[src/rtl/pim_perf_pkg.sv]
// Shared types, read-map layout and saturating arithmetic for the PIM performance counter bank.
package pim_perf_pkg;

  typedef enum logic {IDLE = 1'b0, RUN = 1'b1} state_t;

  localparam int unsigned E_ACT_PKT_DEF  = 2400;
  localparam int unsigned E_IDLE_PKT_DEF = 80;
  localparam int unsigned E_BASE_PKT_DEF = 49600;

  // Read-map layout: act_cnt[0..n-1] at 0, then skip_cnt, energies, cycles, flags.
  function automatic int unsigned idx_skip(input int unsigned n);
    return n;
  endfunction

  function automatic int unsigned idx_pim(input int unsigned n);
    return 2 * n;
  endfunction

  function automatic int unsigned idx_base(input int unsigned n);
    return 2 * n + 1;
  endfunction

  function automatic int unsigned idx_cyc(input int unsigned n);
    return 2 * n + 2;
  endfunction

  function automatic int unsigned idx_flags(input int unsigned n);
    return 2 * n + 3;
  endfunction

  // Returns {clamped, result}; result is capped at max instead of wrapping.
  function automatic logic [64:0] sat_add(input logic [63:0] a, input logic [63:0] b,
                                          input logic [63:0] max);
    logic [64:0] s;
    s = {1'b0, a} + {1'b0, b};
    if (s > {1'b0, max}) return {1'b1, max};
    return {1'b0, s[63:0]};
  endfunction

endpackage

[src/rtl/pim_perf_sat_acc.sv]
// Saturating accumulator; exposes the next-state value so a snapshot can include this cycle's update.
module pim_perf_sat_acc
  import pim_perf_pkg::*;
#(
  parameter int unsigned W     = 32,
  parameter int unsigned INC_W = 1
) (
  input  logic             clk,
  input  logic             rst_n,
  input  logic             clr,
  input  logic             en,
  input  logic [INC_W-1:0] inc,
  output logic [W-1:0]     nxt,
  output logic             sat
);

  localparam logic [63:0] MAX_V = 64'({W{1'b1}});

  logic [W-1:0] val;
  logic [64:0]  sum;
  logic         unused_hi;

  assign sum       = sat_add(64'(val), 64'(inc), MAX_V);
  assign unused_hi = ^sum[63:W];

  always_comb begin
    nxt = val;
    sat = 1'b0;
    if (clr) begin
      nxt = '0;
    end else if (en) begin
      nxt = sum[W-1:0];
      sat = sum[64];
    end
  end

  always_ff @(posedge clk or negedge rst_n)
    if (!rst_n) val <= '0;
    else        val <= nxt;

endmodule

[src/rtl/pim_perf_counter_bank.sv]
// Per-core packet/energy counters with windowed hot alarm, shadow snapshot bank and registered readback.
module pim_perf_counter_bank
  import pim_perf_pkg::*;
#(
  parameter int unsigned NUM_CORES   = 4,
  parameter int unsigned CNT_W       = 32,
  parameter int unsigned EN_W        = 48,
  parameter int unsigned E_ACT_PKT   = E_ACT_PKT_DEF,
  parameter int unsigned E_IDLE_PKT  = E_IDLE_PKT_DEF,
  parameter int unsigned E_BASE_PKT  = E_BASE_PKT_DEF,
  parameter int unsigned WINDOW_LEN  = 1024,
  parameter int unsigned HOT_THRESH  = 3000,
  parameter int unsigned COOL_THRESH = 1000
) (
  input  logic                                         clk,
  input  logic                                         rst_n,
  input  logic                                         enable,
  input  logic                                         clear,
  input  logic [NUM_CORES-1:0]                         core_active,
  input  logic [NUM_CORES-1:0]                         core_skip,
  input  logic                                         snap_req,
  output logic                                         snap_valid,
  input  logic                                         snap_ack,
  input  logic [7:0]                                   rd_sel,
  output logic [EN_W-1:0]                              rd_data,
  output logic                                         win_valid,
  output logic [$clog2(WINDOW_LEN*NUM_CORES+1)-1:0]    win_act,
  output logic                                         hot,
  output logic                                         sat_flag,
  output logic                                         conflict_flag
);

  localparam int unsigned WACT_W = $clog2(WINDOW_LEN*NUM_CORES+1);
  localparam int unsigned PC_W   = $clog2(NUM_CORES+1);
  localparam int unsigned INC_W  = $clog2(NUM_CORES*E_BASE_PKT+1);
  localparam int unsigned WC_W   = $clog2(WINDOW_LEN);

  state_t state, state_nxt;

  always_ff @(posedge clk or negedge rst_n)
    if (!rst_n) state <= IDLE;
    else        state <= state_nxt;

  always_comb begin
    state_nxt = state;
    case (state)
      IDLE:    if (enable)  state_nxt = RUN;
      RUN:     if (!enable) state_nxt = IDLE;
      default: state_nxt = IDLE;
    endcase
  end

  // The cycle enable drops is treated as leaving RUN, so it neither counts nor closes a window.
  logic run, cnt_en;
  assign run    = (state == RUN) && enable;
  assign cnt_en = run && !clear;

  logic [NUM_CORES-1:0] eff_act, eff_skip;
  assign eff_act  = core_active & {NUM_CORES{cnt_en}};
  assign eff_skip = core_skip & ~core_active & {NUM_CORES{cnt_en}};

  logic [PC_W-1:0] n_act, n_skip;
  always_comb begin
    n_act  = '0;
    n_skip = '0;
    for (int i = 0; i < NUM_CORES; i++) begin
      n_act  = n_act + PC_W'(eff_act[i]);
      n_skip = n_skip + PC_W'(eff_skip[i]);
    end
  end

  logic [INC_W-1:0] pim_inc, base_inc;
  assign pim_inc  = INC_W'(n_act) * INC_W'(E_ACT_PKT) + INC_W'(n_skip) * INC_W'(E_IDLE_PKT);
  assign base_inc = (INC_W'(n_act) + INC_W'(n_skip)) * INC_W'(E_BASE_PKT);

  logic [NUM_CORES-1:0][CNT_W-1:0] act_nxt, skip_nxt;
  logic [NUM_CORES-1:0]            act_sat, skip_sat;
  logic [EN_W-1:0]                 pim_nxt, base_nxt;
  logic [CNT_W-1:0]                cyc_nxt;
  logic                            pim_sat, base_sat, cyc_sat;

  for (genvar i = 0; i < NUM_CORES; i++) begin : g_core
    pim_perf_sat_acc #(.W(CNT_W), .INC_W(1)) u_act (
      .clk, .rst_n, .clr(clear), .en(cnt_en), .inc(eff_act[i]),
      .nxt(act_nxt[i]), .sat(act_sat[i]));
    pim_perf_sat_acc #(.W(CNT_W), .INC_W(1)) u_skip (
      .clk, .rst_n, .clr(clear), .en(cnt_en), .inc(eff_skip[i]),
      .nxt(skip_nxt[i]), .sat(skip_sat[i]));
  end

  pim_perf_sat_acc #(.W(EN_W), .INC_W(INC_W)) u_pim (
    .clk, .rst_n, .clr(clear), .en(cnt_en), .inc(pim_inc), .nxt(pim_nxt), .sat(pim_sat));
  pim_perf_sat_acc #(.W(EN_W), .INC_W(INC_W)) u_base (
    .clk, .rst_n, .clr(clear), .en(cnt_en), .inc(base_inc), .nxt(base_nxt), .sat(base_sat));
  pim_perf_sat_acc #(.W(CNT_W), .INC_W(1)) u_cyc (
    .clk, .rst_n, .clr(clear), .en(run), .inc(1'b1), .nxt(cyc_nxt), .sat(cyc_sat));

  logic [WC_W-1:0]   win_cnt, win_cnt_nxt;
  logic [WACT_W-1:0] win_acc, win_acc_nxt, win_act_nxt, win_sum;
  logic              win_valid_nxt, hot_nxt, sat_nxt, conf_nxt;

  assign win_sum = win_acc + WACT_W'(n_act);

  always_comb begin
    win_cnt_nxt   = '0;
    win_acc_nxt   = '0;
    win_valid_nxt = 1'b0;
    win_act_nxt   = win_act;
    hot_nxt       = hot;
    sat_nxt       = sat_flag | (|act_sat) | (|skip_sat) | pim_sat | base_sat | cyc_sat;
    conf_nxt      = conflict_flag | (cnt_en && |(core_active & core_skip));
    if (clear) begin
      win_act_nxt = '0;
      hot_nxt     = 1'b0;
      sat_nxt     = 1'b0;
      conf_nxt    = 1'b0;
    end else if (run) begin
      if (win_cnt == WC_W'(WINDOW_LEN - 1)) begin
        win_valid_nxt = 1'b1;
        win_act_nxt   = win_sum;
        if (32'(win_sum) > HOT_THRESH)       hot_nxt = 1'b1;
        else if (32'(win_sum) < COOL_THRESH) hot_nxt = 1'b0;
      end else begin
        win_cnt_nxt = win_cnt + 1'b1;
        win_acc_nxt = win_sum;
      end
    end
  end

  always_ff @(posedge clk or negedge rst_n)
    if (!rst_n) begin
      win_cnt       <= '0;
      win_acc       <= '0;
      win_act       <= '0;
      win_valid     <= 1'b0;
      hot           <= 1'b0;
      sat_flag      <= 1'b0;
      conflict_flag <= 1'b0;
    end else begin
      win_cnt       <= win_cnt_nxt;
      win_acc       <= win_acc_nxt;
      win_act       <= win_act_nxt;
      win_valid     <= win_valid_nxt;
      hot           <= hot_nxt;
      sat_flag      <= sat_nxt;
      conflict_flag <= conf_nxt;
    end

  // Shadow bank captures next-state values so the snapshot includes the request cycle.
  logic [NUM_CORES-1:0][CNT_W-1:0] sh_act, sh_skip;
  logic [EN_W-1:0]                 sh_pim, sh_base;
  logic [CNT_W-1:0]                sh_cyc;
  logic [2:0]                      sh_flags;

  always_ff @(posedge clk or negedge rst_n)
    if (!rst_n) begin
      snap_valid <= 1'b0;
      sh_act     <= '0;
      sh_skip    <= '0;
      sh_pim     <= '0;
      sh_base    <= '0;
      sh_cyc     <= '0;
      sh_flags   <= '0;
    end else if (snap_valid && snap_ack) begin
      snap_valid <= 1'b0;
    end else if (snap_req && !snap_valid) begin
      snap_valid <= 1'b1;
      sh_act     <= act_nxt;
      sh_skip    <= skip_nxt;
      sh_pim     <= pim_nxt;
      sh_base    <= base_nxt;
      sh_cyc     <= cyc_nxt;
      sh_flags   <= {sat_nxt, conf_nxt, hot_nxt};
    end

  logic [EN_W-1:0] rd_nxt;
  always_comb begin
    rd_nxt = '0;
    for (int i = 0; i < NUM_CORES; i++) begin
      if (rd_sel == 8'(i))                         rd_nxt = EN_W'(sh_act[i]);
      if (rd_sel == 8'(idx_skip(NUM_CORES) + i))   rd_nxt = EN_W'(sh_skip[i]);
    end
    if (rd_sel == 8'(idx_pim(NUM_CORES)))   rd_nxt = sh_pim;
    if (rd_sel == 8'(idx_base(NUM_CORES)))  rd_nxt = sh_base;
    if (rd_sel == 8'(idx_cyc(NUM_CORES)))   rd_nxt = EN_W'(sh_cyc);
    if (rd_sel == 8'(idx_flags(NUM_CORES))) rd_nxt = EN_W'(sh_flags);
  end

  always_ff @(posedge clk or negedge rst_n)
    if (!rst_n) rd_data <= '0;
    else        rd_data <= rd_nxt;

endmodule
[config.mk]
export PLATFORM = sky130hd
export DESIGN_NAME = pim_perf_counter_bank
export DESIGN_NICKNAME = d
export VERILOG_FILES = /design/src/rtl/pim_perf_pkg.sv /design/src/rtl/pim_perf_sat_acc.sv /design/src/rtl/pim_perf_counter_bank.sv
export SDC_FILE = /design/constraint.sdc
export NUM_CORES = 2
export LEC_CHECK = 0
export ABC_CLOCK_PERIOD_IN_PS = 17600
export CORE_MARGIN = 2
export CORE_UTILIZATION = 55
export CTS_CLUSTER_DIAMETER = 120
export DETAILED_ROUTE_END_ITERATION = 8
export PLACE_DENSITY_LB_ADDON = 0.05
export SLEW_MARGIN = 20
export SYNTH_ARGS = -nofsm -noshare
export SYNTH_HDL_FRONTEND = slang
export SYNTH_SLANG_ARGS = --single-unit
export TNS_END_PERCENT = 100
[constraint.sdc]
create_clock -name clk -period 17.6 [get_ports clk]
set_input_delay 2.64 -clock clk [delete_from_list [all_inputs] [get_ports clk]]
set_output_delay 2.64 -clock clk [all_outputs]
set_load 0.01 [all_outputs]
* Yosys cells after proc, flatten, opt, wreduce, memory -nomap -nowiden
Index checks and enable logic that the tools add are counted.
** Storage, ports and cells
- Input port bits :: 22
- Register bits :: 861
- Word-level logic and storage cells :: 221
** Cells by class
- Multipliers :: 3
- $lt $le $gt $ge :: 13
- Add/sub/neg operators :: 21
- Muxes and demuxes :: 111
- Bitwise gates (word level) :: 12
- Reductions and logical operators :: 16
- Equality and inequality tests :: 12
** Operators by type and width (number)
- 65-bit two-way mux :: 22
- 32-bit two-way mux :: 24
- 65-bit by 32-bit > comparator with 1-bit output (second input constant) :: 9
- 48-bit two-way mux :: 10
- 32-bit by 1-bit adder with 33-bit output :: 8
- 65-bit by 48-bit > comparator with 1-bit output (second input constant) :: 2
- 13-bit two-way mux :: 6
- 48-bit by 16-bit adder with 49-bit output :: 1
- 48-bit by 18-bit adder with 49-bit output :: 1
- 1-bit two-way mux :: 46
- 32-bit by 1-bit adder with 33-bit output (second input constant) :: 1
- 8-bit by 3-bit equality test with 1-bit output (second input constant) :: 4
- 8-bit by 4-bit equality test with 1-bit output (second input constant) :: 4
- 10-bit two-way mux :: 3
- 15-bit by 10-bit adder with 16-bit output :: 1
- 4-bit AND :: 4
- 8-bit by 2-bit equality test with 1-bit output (second input constant) :: 2
- 13-bit by 3-bit adder with 13-bit output :: 1
- 13-bit by 12-bit > comparator with 1-bit output (second input constant) :: 1
- 13-bit by 10-bit less-than comparator with 1-bit output (second input constant) :: 1
- 4-bit by 10-bit multiplier with 12-bit output (second input constant) :: 1
- 4-bit OR reduction :: 3
- 10-bit by 1-bit adder with 10-bit output (second input constant) :: 1
- 10-bit equality test (second input constant) :: 1
- 15 further kinds :: 31

* Depth between registers and ports, before layout
- Depth after elaboration :: 18
- Mapped depth :: 31
- Depth with buffers taken out :: 27

* Cells and area by module
From an unflattened synthesis, not the netlist that was laid out.
** Unflattened totals
- Cell total of the unflattened synthesis :: 5306
- Area total of the unflattened synthesis :: 46355.7 sq um
** Modules (own cells, without submodules)
- pim_perf_counter_bank :: cells each 2516, sequential area each 11936.4 sq um, area an instance 22031.1 sq um, instances 1
- pim_perf_sat_acc at g_core[0].u_act ... :: cells each 226, sequential area each 800.8 sq um, area an instance 1958.1 sq um, instances 9
- pim_perf_sat_acc at u_base ... :: cells each 378, sequential area each 1201.2 sq um, area an instance 3350.7 sq um, instances 2

* Worst setup path after synthesis
No wires, ideal clock.
- Kind :: input to register
- Start :: in clear
- End :: reg sh_base[14]
- Arrival :: 8.939 ns
- Buffers on the path :: 3
- Library setup time :: 0.125 ns
- Cell stages on the path :: 28
- Path slack :: 8.536 ns
- Cells stage by stage :: clkbuf_1 -> nand3b_1 -> clkbuf_1 -> nor3b_1 -> fa_1 -> ha_1 -> ha_1 -> xor2_1 -> ha_1 -> a21oi_1 -> xnor2_1 -> fa_1 -> inv_1 -> ha_1 -> ha_1 -> a21o_1 -> a21oi_1 -> nor2b_1 -> o21a_1 -> ha_1 -> a21o_1 -> a21o_1 -> a211o_1 -> nand4_1 -> clkbuf_1 -> nand2_1 -> o221a_2 -> mux2_2
** Between the ends
- Word-level cells in the longest chain between the ends :: 14
- Elaborated cells on any way between the ends :: 18
** RTL lines
- start, declared :: RTL line pim_perf_counter_bank.sv:18 : input logic clear,
- 1-bit zero test :: RTL line pim_perf_counter_bank.sv:56 : assign cnt_en = run && !clear;
- 1-bit logical AND :: RTL line pim_perf_counter_bank.sv:56
- 4-bit AND (on tied branches) :: RTL line pim_perf_counter_bank.sv:59, pim_perf_counter_bank.sv:60
- 1-bit by 1-bit adder with 2-bit output (on tied branches) :: RTL line pim_perf_counter_bank.sv:67, pim_perf_counter_bank.sv:68
- 2-bit by 1-bit adder with 3-bit output (on tied branches) :: RTL line pim_perf_counter_bank.sv:67, pim_perf_counter_bank.sv:68
- 3-bit by 1-bit adder with 3-bit output (on tied branches) :: RTL line pim_perf_counter_bank.sv:67, pim_perf_counter_bank.sv:68
- 3-bit by 3-bit adder with 4-bit output :: RTL line pim_perf_counter_bank.sv:74 : assign base_inc = (INC_W'(n_act) + INC_W'(n_skip)) * INC_W'(E_BASE_PKT);
- 4-bit by 10-bit multiplier with 12-bit output :: RTL line pim_perf_counter_bank.sv:74
- 48-bit by 18-bit adder with 49-bit output :: RTL line pim_perf_pkg.sv:35 : s = {1'b0, a} + {1'b0, b};
- 65-bit by 48-bit > comparator with 1-bit output :: RTL line pim_perf_pkg.sv:36 : if (s > {1'b0, max}) return {1'b1, max};
- 1-bit two-way mux :: RTL line pim_perf_pkg.sv:36
- 65-bit two-way mux :: RTL line pim_perf_pkg.sv:37 : return {1'b0, s[63:0]};
- 48-bit two-way mux :: RTL line pim_perf_sat_acc.sv:31 : end else if (en) begin
- 48-bit two-way mux * :: RTL line pim_perf_sat_acc.sv:29 : if (clr) begin
- net base_nxt[14] :: RTL line pim_perf_counter_bank.sv:78 : logic [EN_W-1:0] pim_nxt, base_nxt;
- end signal, assigned :: RTL line pim_perf_counter_bank.sv:171 : sh_base <= base_nxt;
- end, declared :: RTL line pim_perf_counter_bank.sv:151 : logic [EN_W-1:0] sh_pim, sh_base;
The timed path passes the listed nets; every way through them passes the cells marked *.
A chain may end at the register's enable or synchronous reset.

* Final worst setup path
- Start :: in enable
- End :: reg sh_base[22]
** Between the ends
- Word-level cells in the longest chain between the ends :: 14
- Elaborated cells on any way between the ends :: 18
** RTL lines
- start, declared :: RTL line pim_perf_counter_bank.sv:17 : input logic enable,
- 1-bit logical AND * :: RTL line pim_perf_counter_bank.sv:55 : assign run = (state == RUN) && enable;
- 1-bit logical AND * :: RTL line pim_perf_counter_bank.sv:56
- 4-bit AND (on tied branches) :: RTL line pim_perf_counter_bank.sv:59, pim_perf_counter_bank.sv:60
- 1-bit by 1-bit adder with 2-bit output (on tied branches) :: RTL line pim_perf_counter_bank.sv:67, pim_perf_counter_bank.sv:68
- 2-bit by 1-bit adder with 3-bit output (on tied branches) :: RTL line pim_perf_counter_bank.sv:67, pim_perf_counter_bank.sv:68
- 3-bit by 1-bit adder with 3-bit output (on tied branches) :: RTL line pim_perf_counter_bank.sv:67, pim_perf_counter_bank.sv:68
- 3-bit by 3-bit adder with 4-bit output :: RTL line pim_perf_counter_bank.sv:74
- 4-bit by 10-bit multiplier with 12-bit output :: RTL line pim_perf_counter_bank.sv:74
- 48-bit by 18-bit adder with 49-bit output :: RTL line pim_perf_pkg.sv:35
- 65-bit by 48-bit > comparator with 1-bit output :: RTL line pim_perf_pkg.sv:36
- 1-bit two-way mux :: RTL line pim_perf_pkg.sv:36
- 65-bit two-way mux :: RTL line pim_perf_pkg.sv:37
- 48-bit two-way mux * :: RTL line pim_perf_sat_acc.sv:31
- 48-bit two-way mux * :: RTL line pim_perf_sat_acc.sv:29
- net base_nxt[22] :: RTL line pim_perf_counter_bank.sv:78
Marks and branches as above.

==> results.yml <==
outcome:
  outcome: "finished clean"
global_route:
  grt_use_total_pct: 33.6
  grt_pass1_vias: 34857
  met1_usage_pct: 48.6
  grt_busiest_layer: "met2"
  grt_max_degree: 166
  use_met3_pct: 6.40
  met2_usage_pct: 52.2
  overflow: 0
  antenna_found_initial: 1
  grt_pass1_wl_um: 215000
die:
  boundaryPins: 88
  num_rows: 104
  die_height_um: 288
  die_x_um: 288
  dieArea_um2: 82900
  start_util_pct: 55.3
  core_area_um2: 80200
synth:
  synth_top_area_share_pct: 48.6
  yosys-top-cells-area: "dfrtp_1, mux2_2, nand2_1"
  synth_edf_count: 0
  yosysSeqAreaShare_pct: 48.6
  netlist_instances: 4639
  synth_area_um2: 44300
  netlist-cell-type-count: 87
  synth.largest_area_cell: "dfrtp_1"
  syn-num-nets: 4752
  synthTopCellsByCount: "dfrtp_1, nand2_1, nor2_1, a21oi_1, o21ai_0"
  synth-main-ff-cell: "dfrtp_1"
  synth_most_common_cell: "dfrtp_1"
  yosysWarnings: 0
  synth_seq_cells: 861
  ys_async_sr_fraction_pct: 100
  syn_area_per_cell_um2: 9.55
setup_path:
  worstSetupEndpointType: "flip-flop"
  rrSetupSlack_ps: 9620
  reg2reg_from: "state$_DFF_PN0_"
  critical_path_required_ps: 18140
  startpoint_type: "primary input"
  r2r_cells: 26
  cp_max_fo: 34
  criticalPathCategory: "in2reg"
  r2r-end: "sh_base[22]$_DFFE_PN0P_"
  worstPathArrival_ps: 10660
place:
  portBuffers: 87
  dp_hpwl_um: 96200
  gp_congestion: 0.920
clock_tree:
  clk_pin_slew_worst_paths_ps: 60
  clock_path_buffers: 3
  cts_buffers: 92
  h-tree-depth: 3
  hold_buffers: 0
  cts_setup_buffers: 0
  clk_latency_ps: 660
  cts-root-buf: "clkbuf_16"
  ctsResizeCount: 0
  cts.sinks: 861
  cts_tree: "built"
drt:
  ant_nets: 0
  route.detailed.drc: 0
  drt-initial-drc-count: 3646
  dr.pass1.iters: 6
  wl_per_cell_um: 24.4
  via_per_inst: 6.46
  vias: 36912
  drt_wl_total_um: 139000
timing:
  rsz0062_at_grt: "no"
  slew_violations: 0
  hold_viol: 0
  setup_violations: 0
  relSlewSlack_pct: 18.7
  fin_crit_ps: 10120
  fin_skew_ps: 23.2
  tightest_slew_ps: 1220
  max_freq_ghz: 0.0988
  setup_tns_ps: 0
  finalCritPeriodShare_pct: 57.5
final_layout:
  seqCellArea_um2: 21500
  multiInputGateArea_um2: 21400
  n_fill_cell: 6896
  synthToLayoutAreaGrowth_pct: 10.4
  drive_above_1_share_pct: 11.5
  layout.nets: 4688
hold_path:
  hold_start: "sh_act[86]$_DFFE_PN0P_"
  hold_path_depth: 2
  hold_end: "sh_act[86]$_DFFE_PN0P_"
  hold_class: "reg2reg"
flow_run:
  maxCapViolCount: 0
pwr:
  power_density_nw_per_um2: 87.8
  vdd_drop_max_uv: 78.9
  fin_total_pwr_uw: 4300
  p_leak_uw: 0.0218
## cell families after synthesis
kind of cell / count (synthesis) / share of synthesized area, %
compound gates: 1201 / 17.8
xor+xnor: 73 / 1.44
fa+ha+maj: 94 / 2.87
buf+inv: 375 / 3.30
flops: 861 / 48.6
mux: 272 / 6.80
simple gates: 1763 / 19.2
## worst max-delay path, stage by stage
cell and delay, ps:
clkdlybuf4s50_1 580, nand3b_1 100, buf_4 220, nor3b_1 430, fa_1 520, ha_1 260, ha_1 410, xor2_1 180
ha_1 160, a21oi_1 50, xnor2_1 470, fa_1 510, inv_1 60, ha_1 240, ha_1 290, a21o_1 180
a21oi_1 210, nor2b_1 70, o21a_1 200, ha_1 310, a21o_1 220, a21o_1 170, a211o_1 340, nand4_1 490
or2_2 680, o21ai_0 280, mux2_2 330
## routing by layer
| layer | up-vias | routed length [µm] |
|---|---|---|
| met5 | - | 9 |
| met4 | 2 | 4070 |
| met3 | 224 | 11400 |
| met1 | 18377 | 60800 |
| met2 | 1476 | 63000 |
| li1 | 16833 | - |
## cells in the final DEF, fill, tap and decap left out, types with 14 or more instances in the layout
master and n:
a211oi_1 65, a21o_1 20, a21oi_1 338, a222oi_1 25
a22o_1 30, a311oi_1 41, a31oi_1 118, a41oi_1 24
and2_1 56, and3_1 121, and4_1 51, buf_4 55
clkbuf_1 24, clkbuf_16 94, clkbuf_8 17, clkdlybuf4s50_1 83
clkinv_2 20, dfrtp_1 861, fa_1 14, ha_1 77
inv_1 70, mux2_2 212, mux2i_1 58, nand2_1 554
nand2b_1 32, nand3_1 151, nand4_1 67, nor2_1 409
nor2b_1 36, nor3_1 161, nor4_1 23, o211ai_1 19
o21ai_0 281, o21ba_2 21, o221a_2 36, o31ai_1 45
or4_1 15, xnor2_1 47, xor2_1 26
## report_power, final
group	internal, µW	switching [µW]
Clock	1130	835
Sequential	2010	29.4
Combinational	80.8	214
## worst max-delay path by stage
| stage | startpoint | to | slack [ps] | cells past startpoint |
|---|---|---|---|---|
| floorplan | clear | sh_base[14]$_DFFE_PN0P_ | 8540 | 28 |
| global placement | enable | sh_base[44]$_DFFE_PN0P_ | 7030 | 27 |
| detailed placement | enable | sh_base[22]$_DFFE_PN0P_ | 6900 | 27 |
| CTS | enable | sh_base[22]$_DFFE_PN0P_ | 7500 | 27 |
| global route | enable | sh_base[30]$_DFFE_PN0P_ | 7080 | 27 |
| finish | enable | sh_base[22]$_DFFE_PN0P_ | 7480 | 27 |
## state kept, by name, indices dropped and copies added (netlist names)
| register | flops |
|---|---|
| g_core.u_act.val | 128 |
| g_core.u_skip.val | 128 |
| sh_act | 128 |
| sh_skip | 128 |
| rd_data | 48 |
| sh_base | 48 |
| sh_pim | 48 |
| u_base.val | 48 |
| u_pim.val | 48 |
| sh_cyc | 32 |
| u_cyc.val | 32 |
| win_acc | 13 |
| win_act | 13 |
| win_cnt | 10 |
| sh_flags | 3 |
| conflict_flag | 1 |
| hot | 1 |
| sat_flag | 1 |
| snap_valid | 1 |
| state | 1 |
| win_valid | 1 |
## area by class of cell
cell class	count	share of cell area, %
Sequential cell	861	44.0
Multi-Input combinational cell	3403	43.7
Clock buffer	135	5.47
Timing Repair Buffer	146	2.84
Tap cell	1060	2.71
Clock inverter	34	0.698
Inverter	71	0.550
Antenna cell	1	0.00511
## through the flow
| step | setup WS (ps) | hold slack, ps | util (%) | cells | instance area, µm² |
|---|---|---|---|---|---|
| 6_report | 7480 | 475 | 61.0 | 5711 | 48900 |
| 2_1_floorplan | 8540 | 441 | - | 4639 | 44300 |
| 3_5_place_dp | 6900 | 457 | 57.2 | 5540 | 45900 |
| 4_1_cts | 7500 | 472 | 61.0 | 5709 | 48900 |
| 5_1_grt | 7080 | 489 | 61.0 | 5710 | 48900 |
| 3_3_place_gp | 7030 | 453 | 57.2 | 5540 | 45900 |
Note: power is estimated with default switching activity, not from simulation.
